===== config.mk =====
export PLATFORM = sky130hd
export DESIGN_NAME = debounce_scan_ctrl_flat
export DESIGN_NICKNAME = d
export VERILOG_FILES = /design/src/rtl/debounce_pkg.sv /design/src/rtl/debounce_scan_ctrl_if.sv /design/src/rtl/debounce_scan_ctrl_prescaler.sv /design/src/rtl/debounce_scan_ctrl.sv /design/src/flat_wrapper.sv
export SDC_FILE = /design/constraint.sdc
export NUM_CORES = 1
export LEC_CHECK = 0
export ABC_AREA = 1
export CAP_MARGIN = 30
export CORE_MARGIN = 3
export CORE_UTILIZATION = 35
export CTS_CLUSTER_SIZE = 30
export DETAILED_ROUTE_END_ITERATION = 10
export SLEW_MARGIN = 40
export SYNTH_ARGS = -nofsm -noshare
export SYNTH_HDL_FRONTEND = slang
export SYNTH_SLANG_ARGS = --single-unit

===== constraint.sdc =====
create_clock -name clk -period 2.2 [get_ports clk]
set_input_delay 0.22 -clock clk [delete_from_list [all_inputs] [get_ports clk]]
set_output_delay 0.22 -clock clk [all_outputs]
set_load 0.02 [all_outputs]

===== src/rtl/debounce_pkg.sv =====
// Shared types, defaults and width helpers for the debounce scan controller.
package debounce_pkg;

  typedef enum logic {
    IDLE = 1'b0,
    SCAN = 1'b1
  } scan_state_t;

  localparam int DEF_N_CH       = 4;
  localparam int DEF_TICK_DIV   = 500000;
  localparam int DEF_STABLE_CNT = 3;

  function automatic int cnt_width(input int stable_cnt);
    return $clog2(stable_cnt + 1);
  endfunction

  function automatic int idx_width(input int n_ch);
    return (n_ch > 1) ? $clog2(n_ch) : 1;
  endfunction

  localparam int CNT_W = cnt_width(DEF_STABLE_CNT);
  localparam int IDX_W = idx_width(DEF_N_CH);

endpackage


===== src/rtl/debounce_scan_ctrl_if.sv =====
// Switch/debounce signal bundle. Sticky signals exist only when DB_STICKY_EN is defined.
interface debounce_scan_ctrl_if
  import debounce_pkg::*;
#(
  parameter int N_CH = DEF_N_CH
);

  logic [N_CH-1:0] sw;
  logic [N_CH-1:0] db;
  logic [N_CH-1:0] rise;
  logic [N_CH-1:0] fall;
  logic            tick;
`ifdef DB_STICKY_EN
  logic [N_CH-1:0] sticky_clr;
  logic [N_CH-1:0] sticky;

  modport master (output sw, sticky_clr, input db, rise, fall, tick, sticky);
  modport slave  (input sw, sticky_clr, output db, rise, fall, tick, sticky);
`else
  modport master (output sw, input db, rise, fall, tick);
  modport slave  (input sw, output db, rise, fall, tick);
`endif

endinterface


===== src/rtl/debounce_scan_ctrl_prescaler.sv =====
// Sample-tick prescaler: counts 0..TICK_DIV-1 and strobes tick on the last count.
module db_prescaler
  import debounce_pkg::*;
#(
  parameter int TICK_DIV = DEF_TICK_DIV
) (
  input  logic clk,
  input  logic reset,
  output logic tick
);

  localparam int PW = (TICK_DIV > 1) ? $clog2(TICK_DIV) : 1;
  localparam logic [PW-1:0] LAST = PW'(TICK_DIV - 1);

  logic [PW-1:0] count;

  // NOTE: registers are written with <= so every flop samples pre-edge values regardless of block order.
  always_ff @(posedge clk) begin
    if (reset)              count <= '0;
    else if (count == LAST) count <= '0;
    else                    count <= count + PW'(1);
  end

  assign tick = (count == LAST);

endmodule


===== src/rtl/debounce_scan_ctrl.sv =====
// Time-shared switch debouncer: one update datapath scanned round-robin per sample tick.
// Optional sticky rise flags are built when DB_STICKY_EN is defined.
module debounce_scan_ctrl
  import debounce_pkg::*;
#(
  parameter int N_CH       = DEF_N_CH,
  parameter int TICK_DIV   = DEF_TICK_DIV,
  parameter int STABLE_CNT = DEF_STABLE_CNT
) (
  input logic                 clk,
  input logic                 reset,
  debounce_scan_ctrl_if.slave bus
);

  localparam int CNT_BITS = cnt_width(STABLE_CNT);
  localparam int IDX_BITS = idx_width(N_CH);
  localparam logic [CNT_BITS-1:0] CNT_LAST = CNT_BITS'(STABLE_CNT - 1);
  localparam logic [IDX_BITS-1:0] IDX_LAST = IDX_BITS'(N_CH - 1);

  generate
    if (TICK_DIV <= N_CH + 1) begin : g_bad_tick_div
      $error("debounce_scan_ctrl: TICK_DIV must exceed N_CH+1");
    end
    if (N_CH < 1 || N_CH > 32) begin : g_bad_n_ch
      $error("debounce_scan_ctrl: N_CH must be in 1..32");
    end
    if (STABLE_CNT < 1 || STABLE_CNT > 15) begin : g_bad_stable
      $error("debounce_scan_ctrl: STABLE_CNT must be in 1..15");
    end
  endgenerate

  logic                tick;
  logic [N_CH-1:0]     sw_meta;
  logic [N_CH-1:0]     sw_s;
  logic [N_CH-1:0]     db_q;
  logic [N_CH-1:0]     rise_q;
  logic [N_CH-1:0]     fall_q;
  logic [CNT_BITS-1:0] cnt [N_CH];

  scan_state_t         state, state_nxt;
  logic [IDX_BITS-1:0] ch_idx, ch_idx_nxt;

  logic                svc;
  logic                mismatch;
  logic                flip;
  logic [CNT_BITS-1:0] cnt_nxt;

  db_prescaler #(.TICK_DIV(TICK_DIV)) u_prescaler (
    .clk  (clk),
    .reset(reset),
    .tick (tick)
  );

  always_ff @(posedge clk) begin
    if (reset) begin
      sw_meta <= '0;
      sw_s    <= '0;
    end else begin
      sw_meta <= bus.sw;
      sw_s    <= sw_meta;
    end
  end

  always_ff @(posedge clk) begin
    if (reset) begin
      state  <= IDLE;
      ch_idx <= '0;
    end else begin
      state  <= state_nxt;
      ch_idx <= ch_idx_nxt;
    end
  end

  // NOTE: defaults first so every path assigns every output and no latch is inferred.
  always_comb begin
    state_nxt  = state;
    ch_idx_nxt = ch_idx;
    unique case (state)
      IDLE: begin
        if (tick) begin
          state_nxt  = SCAN;
          ch_idx_nxt = '0;
        end
      end
      SCAN: begin
        if (ch_idx == IDX_LAST) state_nxt = IDLE;
        else                    ch_idx_nxt = ch_idx + IDX_BITS'(1);
      end
      default: state_nxt = IDLE;
    endcase
  end

  // Shared update for the channel currently selected by the scan.
  always_comb begin
    svc      = (state == SCAN);
    mismatch = sw_s[ch_idx] ^ db_q[ch_idx];
    flip     = svc && mismatch && (cnt[ch_idx] == CNT_LAST);
    cnt_nxt  = '0;
    if (mismatch && !flip) cnt_nxt = cnt[ch_idx] + CNT_BITS'(1);
  end

  always_ff @(posedge clk) begin
    if (reset) begin
      db_q   <= '0;
      rise_q <= '0;
      fall_q <= '0;
      // NOTE: the count array is a handful of flops, not a RAM, so it is cleared with the rest of the state.
      for (int k = 0; k < N_CH; k++) cnt[k] <= '0;
    end else begin
      rise_q <= '0;
      fall_q <= '0;
      if (svc) begin
        cnt[ch_idx] <= cnt_nxt;
        if (flip) begin
          db_q[ch_idx]   <= ~db_q[ch_idx];
          rise_q[ch_idx] <= ~db_q[ch_idx];
          fall_q[ch_idx] <= db_q[ch_idx];
        end
      end
    end
  end

  assign bus.db   = db_q;
  assign bus.rise = rise_q;
  assign bus.fall = fall_q;
  assign bus.tick = tick;

`ifdef DB_STICKY_EN
  logic [N_CH-1:0] sticky_q;

  // Set has priority over a clear arriving in the same cycle.
  always_ff @(posedge clk) begin
    if (reset) sticky_q <= '0;
    else       sticky_q <= (sticky_q & ~bus.sticky_clr) | rise_q;
  end

  assign bus.sticky = sticky_q;
`endif

endmodule


===== src/flat_wrapper.sv =====
// flat-port wrapper written by rule: the top's interface ports become plain ports
module debounce_scan_ctrl_flat import debounce_pkg::*;
#(
  parameter int N_CH       = DEF_N_CH,
  parameter int TICK_DIV   = DEF_TICK_DIV,
  parameter int STABLE_CNT = DEF_STABLE_CNT
)
  (clk, reset, bus_sw, bus_db, bus_rise, bus_fall, bus_tick);
  debounce_scan_ctrl_if #(.N_CH(N_CH)) bus_i ();
  input logic clk;
  input logic reset;
  input wire logic [$bits(bus_i.sw)-1:0] bus_sw;
  output wire logic [$bits(bus_i.db)-1:0] bus_db;
  output wire logic [$bits(bus_i.rise)-1:0] bus_rise;
  output wire logic [$bits(bus_i.fall)-1:0] bus_fall;
  output wire logic [$bits(bus_i.tick)-1:0] bus_tick;
  assign bus_i.sw = bus_sw;
  assign bus_db = bus_i.db;
  assign bus_rise = bus_i.rise;
  assign bus_fall = bus_i.fall;
  assign bus_tick = bus_i.tick;
  debounce_scan_ctrl #(.N_CH(N_CH), .TICK_DIV(TICK_DIV), .STABLE_CNT(STABLE_CNT)) u_core (.clk(clk), .reset(reset), .bus(bus_i));
endmodule

==> metrics list, run 1 <==
- Run status: finished clean
- The number of antenna violations at the first check in global routing was 0.
- Register area: 0.00112 mm2
- The share of synthesized area in the top cell type comes to 37.6%.
- Die width: 87.8 um
- In this run the number of H-tree levels came out at 2.
* Area occupied by multi-input gates: 0.00102 mm2
- Slowest Stage Delay on Critical Path: 0.41 ns
- The analysis attributes to cell leakage a power of 0.00105 uW.
- Post-CTS Setup Bufs: 0
* Max_cap viols: 0
- Pins over their slew limit: 0
- Minimum period implied by the final worst setup slack: 2.03 ns
- Critical path buffers and inverters: 2
* Slew at the pin closest to its max-slew limit: 0.440 ns
* CP Data Required Time: 1.98 ns
- YS warnings: 0
* Routed via count divided by cell count: 4.60
- FMAX: 0.493 GHz
- TritonCTS created 5 clock buffers.
- Final setup viols: 0
* Top cells by area, synth: sky130_fd_sc_hd__dfxtp_1, sky130_fd_sc_hd__nand2_1, sky130_fd_sc_hd__edfxtp_1
* Min-delay src: u_core.sw_meta[1]
- Buffers on Ports: 18
- Global-route wire length before repair: 7710 um
* Post-Synthesis Net Count: 317
* Number of sinks handled by clock tree synthesis: 52
- After detailed routing, the total wire length is 4540 um.
* Most frequent cell after synthesis: sky130_fd_sc_hd__nand2_1
- Synthesized cell area: 0.00234 mm2
- TritonCTS clock tree: built
- Area added between synthesis and finish: 15.3%
- Core ar.: 0.00642 mm2
* Min-delay worst type: flip-flop to flip-flop
- Avg Cell Area, Syn: 7.68 um2
- Gr ovfl total: 0
- Filler Cell Count: 655
- Number of violations reported at the end of detailed-routing iteration 0: 239
* Ranking of synthesized cells by instance count: sky130_fd_sc_hd__nand2_1, sky130_fd_sc_hd__nor2_1, sky130_fd_sc_hd__dfxtp_1, sky130_fd_sc_hd__inv_1, sky130_fd_sc_hd__nand3_1
* Synthesized netlist cell count: 305
- Layout Skew: 0.00460 ns
- Area of the die: 0.00771 mm2
- Among all stages on the critical path, the largest delay is contributed by sky130_fd_sc_hd__dfxtp_1.
- Clock-pin slew was measured on the worst setup and hold paths at 0.09 ns.
* IO Count: 19
- The synthesized netlist contains 35 unique library cells.
* Accumulated negative setup slack: 0 ns
* Clock latency on the worst-skew pair: 0.31 ns
- CP cell instances: ha_1 > nand3_2 > nor3_2 > nand2_1 > inv_1 > dlygate4sd2_1
- Cell accounting for the most synthesized area: sky130_fd_sc_hd__dfxtp_1
* Maximum ir drop on the vdd rail: 0.233 mV
* Final hold violation count: 0
- Clock tree buffer depth: 2
- DR WL/cell: 11.1 um
- Worst setup EP type: primary output
* Effective utilization at floorplan: 36.5%
* Gr usage total: 12.6%
- Routability-driven placement finished with a final weighted congestion of 0.881.
- After synthesis the netlist holds a flip-flop and latch count of 52.
* Die span in y: 87.8 um
- STA classifies the critical path startpoint as a flip-flop.
- Largest net degree at the start of global routing: 19
- Dividing total power by cell area gives a power density of 587 mW/mm2.
* Number of enable flip-flop cells after synthesis: 8
- Cell at the root of the clock tree: sky130_fd_sc_hd__clkbuf_8
- Category of the critical setup timing path: flip-flop to primary output
- Vias: 1873
* Data arrival time of the critical path: 1.81 ns
- Highest fanout seen on the critical path: 5
* Share of flip-flops with an asynchronous set or reset: 0%
* Share of layout cells above drive strength 1: 8.48%
- The count of nets left with antenna violations once routing finished came out at 0.
- Unrepaired setup endpoints after global routing: false
- Half-perimeter wire length of the detailed placement result: 3400 um
- Fraction of the yosys area taken by sequential cells: 47.8%
* Origin of the worst setup path: u_core.u_prescaler.count[0]
* Rel. slew slack: 70.6%
- Total DRC errors in the routed layout: 0
* Commonest register cell after synthesis: sky130_fd_sc_hd__dfxtp_1
- Final Core Density: 42.1%
- Cell family contributing the most delay on the critical path: simple AND/OR/NAND/NOR gates
* Number of nets at the end of the flow: 341
- The floorplan has 29 rows.
* Vias in the first global route: 1774
- The first detailed-routing pass ran for 4 iterations.
- Antenna diode count: 0
- Share of the clock period used by the worst path: 92.3%
==> per-layer routing <==
metal | track usage [%] | vias up | part of all wire [%] | routed length [um]
li1 | - | 1009 | - | -
met1 | 16.3 | 835 | 51 | 2310
met2 | 20.7 | 22 | 45 | 2060
met3 | 2.82 | 7 | 2.0 | 93
met4 | 4.60 | 0 | 1.8 | 80
met5 | 0 | - | 0 | 0
==> timing repair <==
item / CTS / global route
hold buffers: 0 / 0
hold endpoints to repair: 0 / 0
resized for setup: 1 / 0
setup endpoints to repair: 1 / 0
==> area by class of cell <==
class                      instances  area share, %
inverter                          47           6.62
clock inverter                     3          0.695
timing repair buffer              21           7.46
clock buffer                       5           2.55
multi-input combinational        202           37.6
sequential                        52           41.5
tap                               77           3.57
==> worst paths after layout <==
kind         cells after the start  slack [ns]                to
max                              6        0.17          bus_tick
min                              2        0.41    u_core.sw_s[1]
max reg2reg                      9        0.35  u_core.cnt[1][0]
min reg2reg                      2        0.41    u_core.sw_s[1]
==> cell usage in the layout (no fill, tap or decap), drive strengths merged, types with 3 or more instances in the layout <==
cell type      synthesis  final
nor3                   8      8
ha                     6      6
clkdlybuf4s50          0     17
inv                   45     45
clkbuf                 1      5
clkinv                 2      5
xor2                   3      3
nand4                 11     11
o21ai                  7      7
buf                    3      3
a21oi                 13     13
nand3                 16     16
nor2                  57     57
nand2                 69     69
edfxtp                 8      8
dfxtp                 44     44
==> power by group <==
part	internal, uW	total, uW	switching (uW)	leakage [uW]
Combinational	23.9	59.6	35.7	0.000559
Clock	222	539	316	0.0000479
Sequential	979	987	7.63	0.000439
==> through the flow <==
step	instance area, um2	cells	total power [uW]	setup WS, ns	hold slack, ns
2_1_floorplan	2340	305	1050	0.638	0.327
3_3_place_gp	2620	399	1070	0.262	0.392
3_5_place_dp	2620	399	1070	0.220	0.396
4_1_cts	2700	407	1610	0.149	0.404
5_1_grt	2700	407	1660	0.0134	0.423
6_report	2700	407	1580	0.170	0.407
==> tightest hold or removal path: cells and delay by family (launching register included) <==
family,cells,cell delay [ns]
buffers and inverters,1,0.04
and+or+nand+nor,1,0.03
DFF,1,0.31
==> cells by family (layout without fill, tap and decap cells) <==
logic type	Yosys count	in the layout	synth area share, %
compound gates	26	26	6.62
xor+xnor	5	5	1.87
fa+ha+maj	6	6	3.20
buf+inv	51	76	8.81
flops	52	52	47.8
simple gates	165	165	31.7
==> sequential cells by signal, summed over array words and instances (netlist names), named ones only <==
register / flops
u_core.state: 1
u_core.sw_meta: 4
u_core.bus.db: 4
u_core.bus.rise: 4
u_core.ch_idx: 2
u_core.sw_s: 4
u_core.u_prescaler.count: 19
u_core.cnt: 8
u_core.bus.fall: 4
Power figures use the tool's default switching activity.
==> run 2, diff against run 1 <==
Settings changed: CAP_MARGIN 30 to 15, CELL_PAD_IN_SITES_DETAIL_PLACEMENT set to 1, CELL_PAD_IN_SITES_GLOBAL_PLACEMENT set to 1, PLACE_DENSITY_LB_ADDON set to 0.1.
Clock period 2.2 ns to 2.3 ns, I/O delays scaled along.
==> metrics list, run 2 (synthesized netlist as in run 1, its figures left out) <==
* Run status: finished clean
- The floorplan step defined a die boundary enclosing 0.00771 mm2.
- Routed via count divided by cell count: 4.71
- The worst path needs 2.04 ns of the cycle, external delays included.
- In the detailed route, the total length drawn on met3 is 94 um.
* Final hold violation count: 0
* Buffers on Ports: 18
- After filler insertion, the fill cell instance count of the layout stands at 809.
- Worst setup EP type: primary output
- Layout Skew: 0.00811 ns
- Overall routed net length: 5110 um
- Clock-pin slew was measured on the worst setup and hold paths at 0.10 ns.
- Pins over their slew limit: 0
- The detailed router put a total of 2720 um of wire on met1.
* Final setup viols: 0
- In the final routed layout, each cell accounts on average for 12.6 um.
* Fraction of power spent switching nets: 21.5%
* Gr ovfl total: 0
* Largest Register: u_core.u_prescaler.count
- Effective utilization at floorplan: 36.5%
- The repair_antennas step left the layout with diodes totalling 0.
* Rel. slew slack: 68.6%
- Counting along the longest clock path gives a buffer depth of 2.
- In this run the core area contains 29 standard-cell rows.
* Antenna violations before repair: 0
* Data arrival time of the critical path: 1.81 ns
* Vias in the first global route: 1906
- Entering global routing, the biggest net connects 19 pins.
* TritonCTS buffer count: 5
- The completed layout was analyzed and its total power is 1640 uW.
- DR WL met2: 2230 um
* Pre-CTS setup slack: 0.288 ns
- After routing, the total negative slack on setup checks comes to 0 ns.
* Routed Antenna Nets: 0
- The first TritonRoute pass finished after 4 iterations.
- Largest registers ranked by flip-flop count: u_core.u_prescaler.count x19, u_core.cnt x8
- Clock Power Share: 39.1%
* Slew at the pin closest to its max-slew limit: 0.470 ns
* Most frequent cells in the layout: sky130_fd_sc_hd__nand2_1, sky130_fd_sc_hd__nor2_1, sky130_fd_sc_hd__dfxtp_1, sky130_fd_sc_hd__inv_1, sky130_fd_sc_hd__clkdlybuf4s50_1
* Cell area after placement: 0.00261 mm2
- The library cell used most frequently in the layout, excluding fill and tap cells, is sky130_fd_sc_hd__nand2_1.
* Setup crit start kind: flip-flop
* Relative contribution of combinational cells to total power: 3.4%
- CP cell instances: ha_1 > nand3_2 > nor3_2 > nand2_1 > inv_1 > dlygate4sd2_1
- Die span in y: 87.8 um
- In the final layout, the multi-input gates occupy 0.00102 mm2.
* Deepest level of the CTS H-tree: 2
* Clock latency on the worst-skew pair: 0.30 ns
* Max_cap viols: 0
* Internal: 1290 uW
- Across all layers, the routed design uses 1912 vias.
- Standby leakage power: 0.00105 uW
* Final WS setup: 0.258 ns
- The register with the most flip-flops in the layout has 19 of them.
* Die width: 87.8 um
- The root buffer cell chosen for the clock tree is sky130_fd_sc_hd__clkbuf_8.
* Flop-to-flop setup slack: 0.42 ns
- Highest fanout seen on the critical path: 5
- In this run the count of I/O pins placed on the die edge is 19.
- Number of violations reported at the end of detailed-routing iteration 0: 60
- Category of the critical setup timing path: flip-flop to primary output
- Power per cell area: 604 mW/mm2
- The first global-routing pass estimated 8830 um of wire.
- Cell at the slowest stage of the critical path: sky130_fd_sc_hd__dfxtp_1
* Core ar.: 0.00642 mm2
* Share of the clock period used by the worst path: 88.8%
* Maximum ir drop on the vdd rail: 0.321 mV
- Across every metal layer, demand over resource in global routing totals 14.6%.
- For this design, the sink count on the clock tree is 52.
- TritonCTS built the clock tree.
* Total DRC errors in the routed layout: 0
* Total net switching power: 354 uW
- Design area: 0.00272 mm2
* Unrepaired setup endpoints after global routing: false
- Area added between synthesis and finish: 16.0%
- Derived from the worst setup path, the maximum achievable clock frequency is 0.490 GHz.
- The min-delay analysis places its worst path in the category flip-flop to flip-flop.
- Weighted congestion reported at the end of routability-driven placement: 0.822
- Register area: 0.00112 mm2
* Max Used Layer: met4
- For this run, the post-layout net count is 340.
- Post-CTS Setup Bufs: 0
- CP Data Required Time: 2.07 ns
- Slowest Stage Delay on Critical Path: 0.40 ns
* Share of layout cells above drive strength 1: 7.90%
* Half-perimeter wire length of the detailed placement result: 3980 um
* Part of the total power dissipated in sequential elements: 57.6%
## run 2: changes by cell type in the layout (fill, tap and decap cells not counted)
cell | previous run | this run
sky130_fd_sc_hd__clkinv_2 | 2 | 0
sky130_fd_sc_hd__inv_6 | 0 | 1
sky130_fd_sc_hd__bufinv_16 | 0 | 1
sky130_fd_sc_hd__clkinv_4 | 1 | 0
sky130_fd_sc_hd__clkbuf_1 | 0 | 1
sky130_fd_sc_hd__buf_4 | 3 | 2
## run 2: metal layers
metal  global-route usage (%)  up-vias
li1                         -     1008
met1                     21.1      885
met2                     22.1       14
met3                     2.54        5
met4                     4.60        0
met5                        0        -
## run 2: area by class of cell
cell class	count	area share, %
clock inverter	2	1.43
tap	77	3.55
inverter	47	6.58
multi-input combinational	202	37.4
timing repair buffer	20	7.14
sequential	52	41.3
clock buffer	6	2.67
## run 2: stage by stage
step,util (%),hold WS (ns),instances
floorplan,-,0.337,305
global placement,40.6,0.392,398
detailed placement,40.6,0.399,398
CTS,42.3,0.407,406
global route,42.3,0.430,406
finish,42.3,0.404,406
## run 2: worst max-delay path, delay by kind of cell, from the launching register on
kind                     cells  cell delay (ns)
AND/OR/NAND/NOR              3             0.52
buffers and inverters        2             0.39
flip-flops                   1             0.40
adder cells (fa/ha/maj)      1             0.20
## run 2: final timing paths
| kind | startpoint | endpoint | cells past startpoint |
|---|---|---|---|
| max | u_core.u_prescaler.count[0] | bus_tick | 6 |
| min | u_core.sw_meta[1] | u_core.sw_s[1] | 2 |
| max reg2reg | flip-flop | u_core.cnt[0][1] | 9 |
| min reg2reg | u_core.sw_meta[1] | u_core.sw_s[1] | 2 |
## run 2: repair_timing
action	CTS	global route
resized for setup	1	0
setup endpoints to repair	1	0
hold buffers	0	0
## run 2: power groups by stage
stage	Sequential, uW	Clock, uW	Combinational, uW
after global placement	965	0	55.5
after detailed placement	966	0	56.5
after global routing	948	697	64.2
after floorplan	964	0	37.9
after CTS	945	663	56.6
final	945	641	55.1
==> run 3, diff against run 2 <==
Clock period 2.3 ns to 1.67 ns, I/O delays scaled along.
==> metrics list, run 3 (synthesized netlist as in run 1, its figures left out) <==
* Antenna diode count: 0
- Largest Register: u_core.u_prescaler.count
* Core ar.: 0.00642 mm2
* Worst hold stages: 3
- Leaving out fill and tap cells, the most frequent cell in the layout is sky130_fd_sc_hd__nand2_1.
- At the pin with the least slew margin, the transition time is 0.326 ns.
- Once detail routing completed, the nets flagged for antenna violations numbered 0.
- Min-delay src: bus_sw[0]
- Hold is met by 0.372 ns.
- The die is 87.8 um tall.
* Weighted congestion reported at the end of routability-driven placement: 0.769
* Minimum period implied by the final worst setup slack: 1.56 ns
* Pins over their slew limit: 0
- Global-route wire length before repair: 9810 um
* Worst setup EP type: flip-flop
* Half-perimeter wire length of the detailed placement result: 4510 um
- For this run, design rule violations remaining after detail routing come to 0.
- Filler Cell Count: 811
* Number of violations reported at the end of detailed-routing iteration 0: 90
- Overall routed net length: 5610 um
- Layout Skew: 0.0135 ns
- From synthesis to final layout, the design area changed by 26.5%.
- In the layout the commonest cells are sky130_fd_sc_hd__nand2_1, sky130_fd_sc_hd__nor2_1, sky130_fd_sc_hd__inv_1, sky130_fd_sc_hd__dfxtp_1, sky130_fd_sc_hd__buf_4.
* Hold Path End: u_core.sw_meta[0]
- The worst-case IR drop observed on VDD is 0.400 mV.
* Number of sinks handled by clock tree synthesis: 52
* Gr ovfl total: 0
- Antenna violations before repair: 0
* Data arrival time of the critical path: 1.72 ns
* Number of flip-flops under the largest register name: 19
- 19 I/O pins were placed.
* Path depth of the worst reg2reg path: 9
- Cell count after placement: 426
- In this run the tool buffered the top-level ports with 18 buffer cells.
- Clock-pin slew on the worst setup and hold paths: 0.10 ns
- Summing all placed instances gives a cell area of 0.00284 mm2.
- Clock latency on the worst-skew pair, taken at its later pin, is 0.31 ns.
* Number of iterations in the first detailed-routing pass: 4
- In this run the tightest slew margin relative to its limit is 78.1%.
- Final std cells w/o fill: 434
- At the placement stage, the worst setup path has a slack of -0.124 ns.
- The flow ran to the end, and the final reports show no timing, DRC or antenna violations.
- Die width: 87.8 um
* Largest registers ranked by flip-flop count: u_core.u_prescaler.count x19, u_core.cnt x8
* Final WS setup: 0.107 ns
- Num rows: 29
- Setup violations remaining at the end of the flow were counted as 0.
- TritonCTS buffer count: 5
- The setup check on the worst reg-to-reg path leaves a slack of 0.11 ns.
* Gr usage total: 16.1%
- Dividing the detail-routed wire length by the instance count gives 12.9 um.
- Quantity of hold-fixing buffers added after cts: 0
- Of all nets on the critical path, the largest fanout is 5.
- Cell at the root of the clock tree: sky130_fd_sc_hd__clkbuf_8
* Largest net degree at the start of global routing: 17
* Setup crit start kind: flip-flop
- Design area: 0.00296 mm2
- The via count of the first global-routing pass came to 2144.
- Using the TritonRoute via totals, the vias-per-cell ratio works out to 4.71.
- The number of hold violations in the final report is 0.
* CP Data Required Time: 1.83 ns
- Share of the clock period used by the worst path: 93.6%
- Clock tree buffer depth: 2
- The final route contains 2044 vias.
- Effective utilization at floorplan: 36.5%
* Accumulated negative setup slack: 0 ns
* TritonCTS clock tree: built
- The tool flagged a number of max-cap violations equal to 0.
- Area of the die: 0.00771 mm2
* Min-delay worst type: primary input to flip-flop
- The H-tree was split into 2 levels.
* FMAX: 0.640 GHz
* Worst R2R End: u_core.cnt[1][0]
* Category of the critical setup timing path: flip-flop to flip-flop
* Unrepaired setup endpoints after global routing: true
- Power per cell area: 719 mW/mm2
* Number of nets at the end of the flow: 368
- Share of layout cells above drive strength 1: 18.2%
- Standby leakage power: 0.00122 uW
-- run 3: what timing repair did --
item	in CTS	in global routing
endpoints found under the setup margin	3	16
endpoints found under the hold margin	0	0
setup buffers	0	0
gates resized for setup	6	12
pin swaps	2	1
-- run 3: power breakdown --
group | switching, uW | leakage, uW | internal [uW]
clock | 423 | 0.0000456 | 300
combinational | 58.5 | 0.000730 | 50.0
sequential | 7.75 | 0.000440 | 1290
-- run 3: metrics by stage --
step	power (uW)	util, %
2_1_floorplan	1380	-
3_3_place_gp	1430	44.3
3_5_place_dp	1430	44.3
4_1_cts	2160	45.6
5_1_grt	2230	46.2
6_report	2130	46.2
-- run 3: worst max path at each step --
stage / start / endpoint / depth (start not counted)
2_1_floorplan: flip-flop / u_core.cnt[1][0] / 9
3_3_place_gp: u_core.u_prescaler.count[0] / bus_tick / 6
3_5_place_dp: u_core.u_prescaler.count[1] / bus_tick / 6
4_1_cts: flip-flop / u_core.cnt[1][0] / 9
5_1_grt: flip-flop / u_core.cnt[1][0] / 9
6_report: flip-flop / u_core.cnt[1][0] / 9
-- run 3: area by class of cell --
| type | instances | area, um2 | area share [%] |
|---|---|---|---|
| Multi-Input combinational cell | 202 | 1050 | 35.4 |
| Sequential cell | 52 | 1120 | 37.9 |
| Timing Repair Buffer | 48 | 428 | 14.4 |
| Clock buffer | 6 | 72.6 | 2.45 |
| Inverter | 47 | 179 | 6.04 |
| Clock inverter | 2 | 13.8 | 0.464 |
| Tap cell | 77 | 96.3 | 3.25 |
-- run 3: metal layers --
metal / global-route usage (%) / up-vias / part of all wire (%)
li1: - / 1069 / -
met1: 23.2 / 953 / 52
met2: 24.9 / 18 / 44
met3: 3.39 / 4 / 2.5
met4: 2.93 / 0 / 0.75
met5: 0 / - / 0
-- run 3: worst max-delay path: stages, from the launching register on --
cell	delay (ns)
sky130_fd_sc_hd__dfxtp_2	0.35
sky130_fd_sc_hd__inv_2	0.07
sky130_fd_sc_hd__nand2_1	0.05
sky130_fd_sc_hd__a32o_2	0.25
sky130_fd_sc_hd__ha_1	0.21
sky130_fd_sc_hd__nand2_1	0.09
sky130_fd_sc_hd__inv_2	0.06
sky130_fd_sc_hd__a21oi_4	0.14
sky130_fd_sc_hd__nand2_2	0.09
sky130_fd_sc_hd__nor2_1	0.10
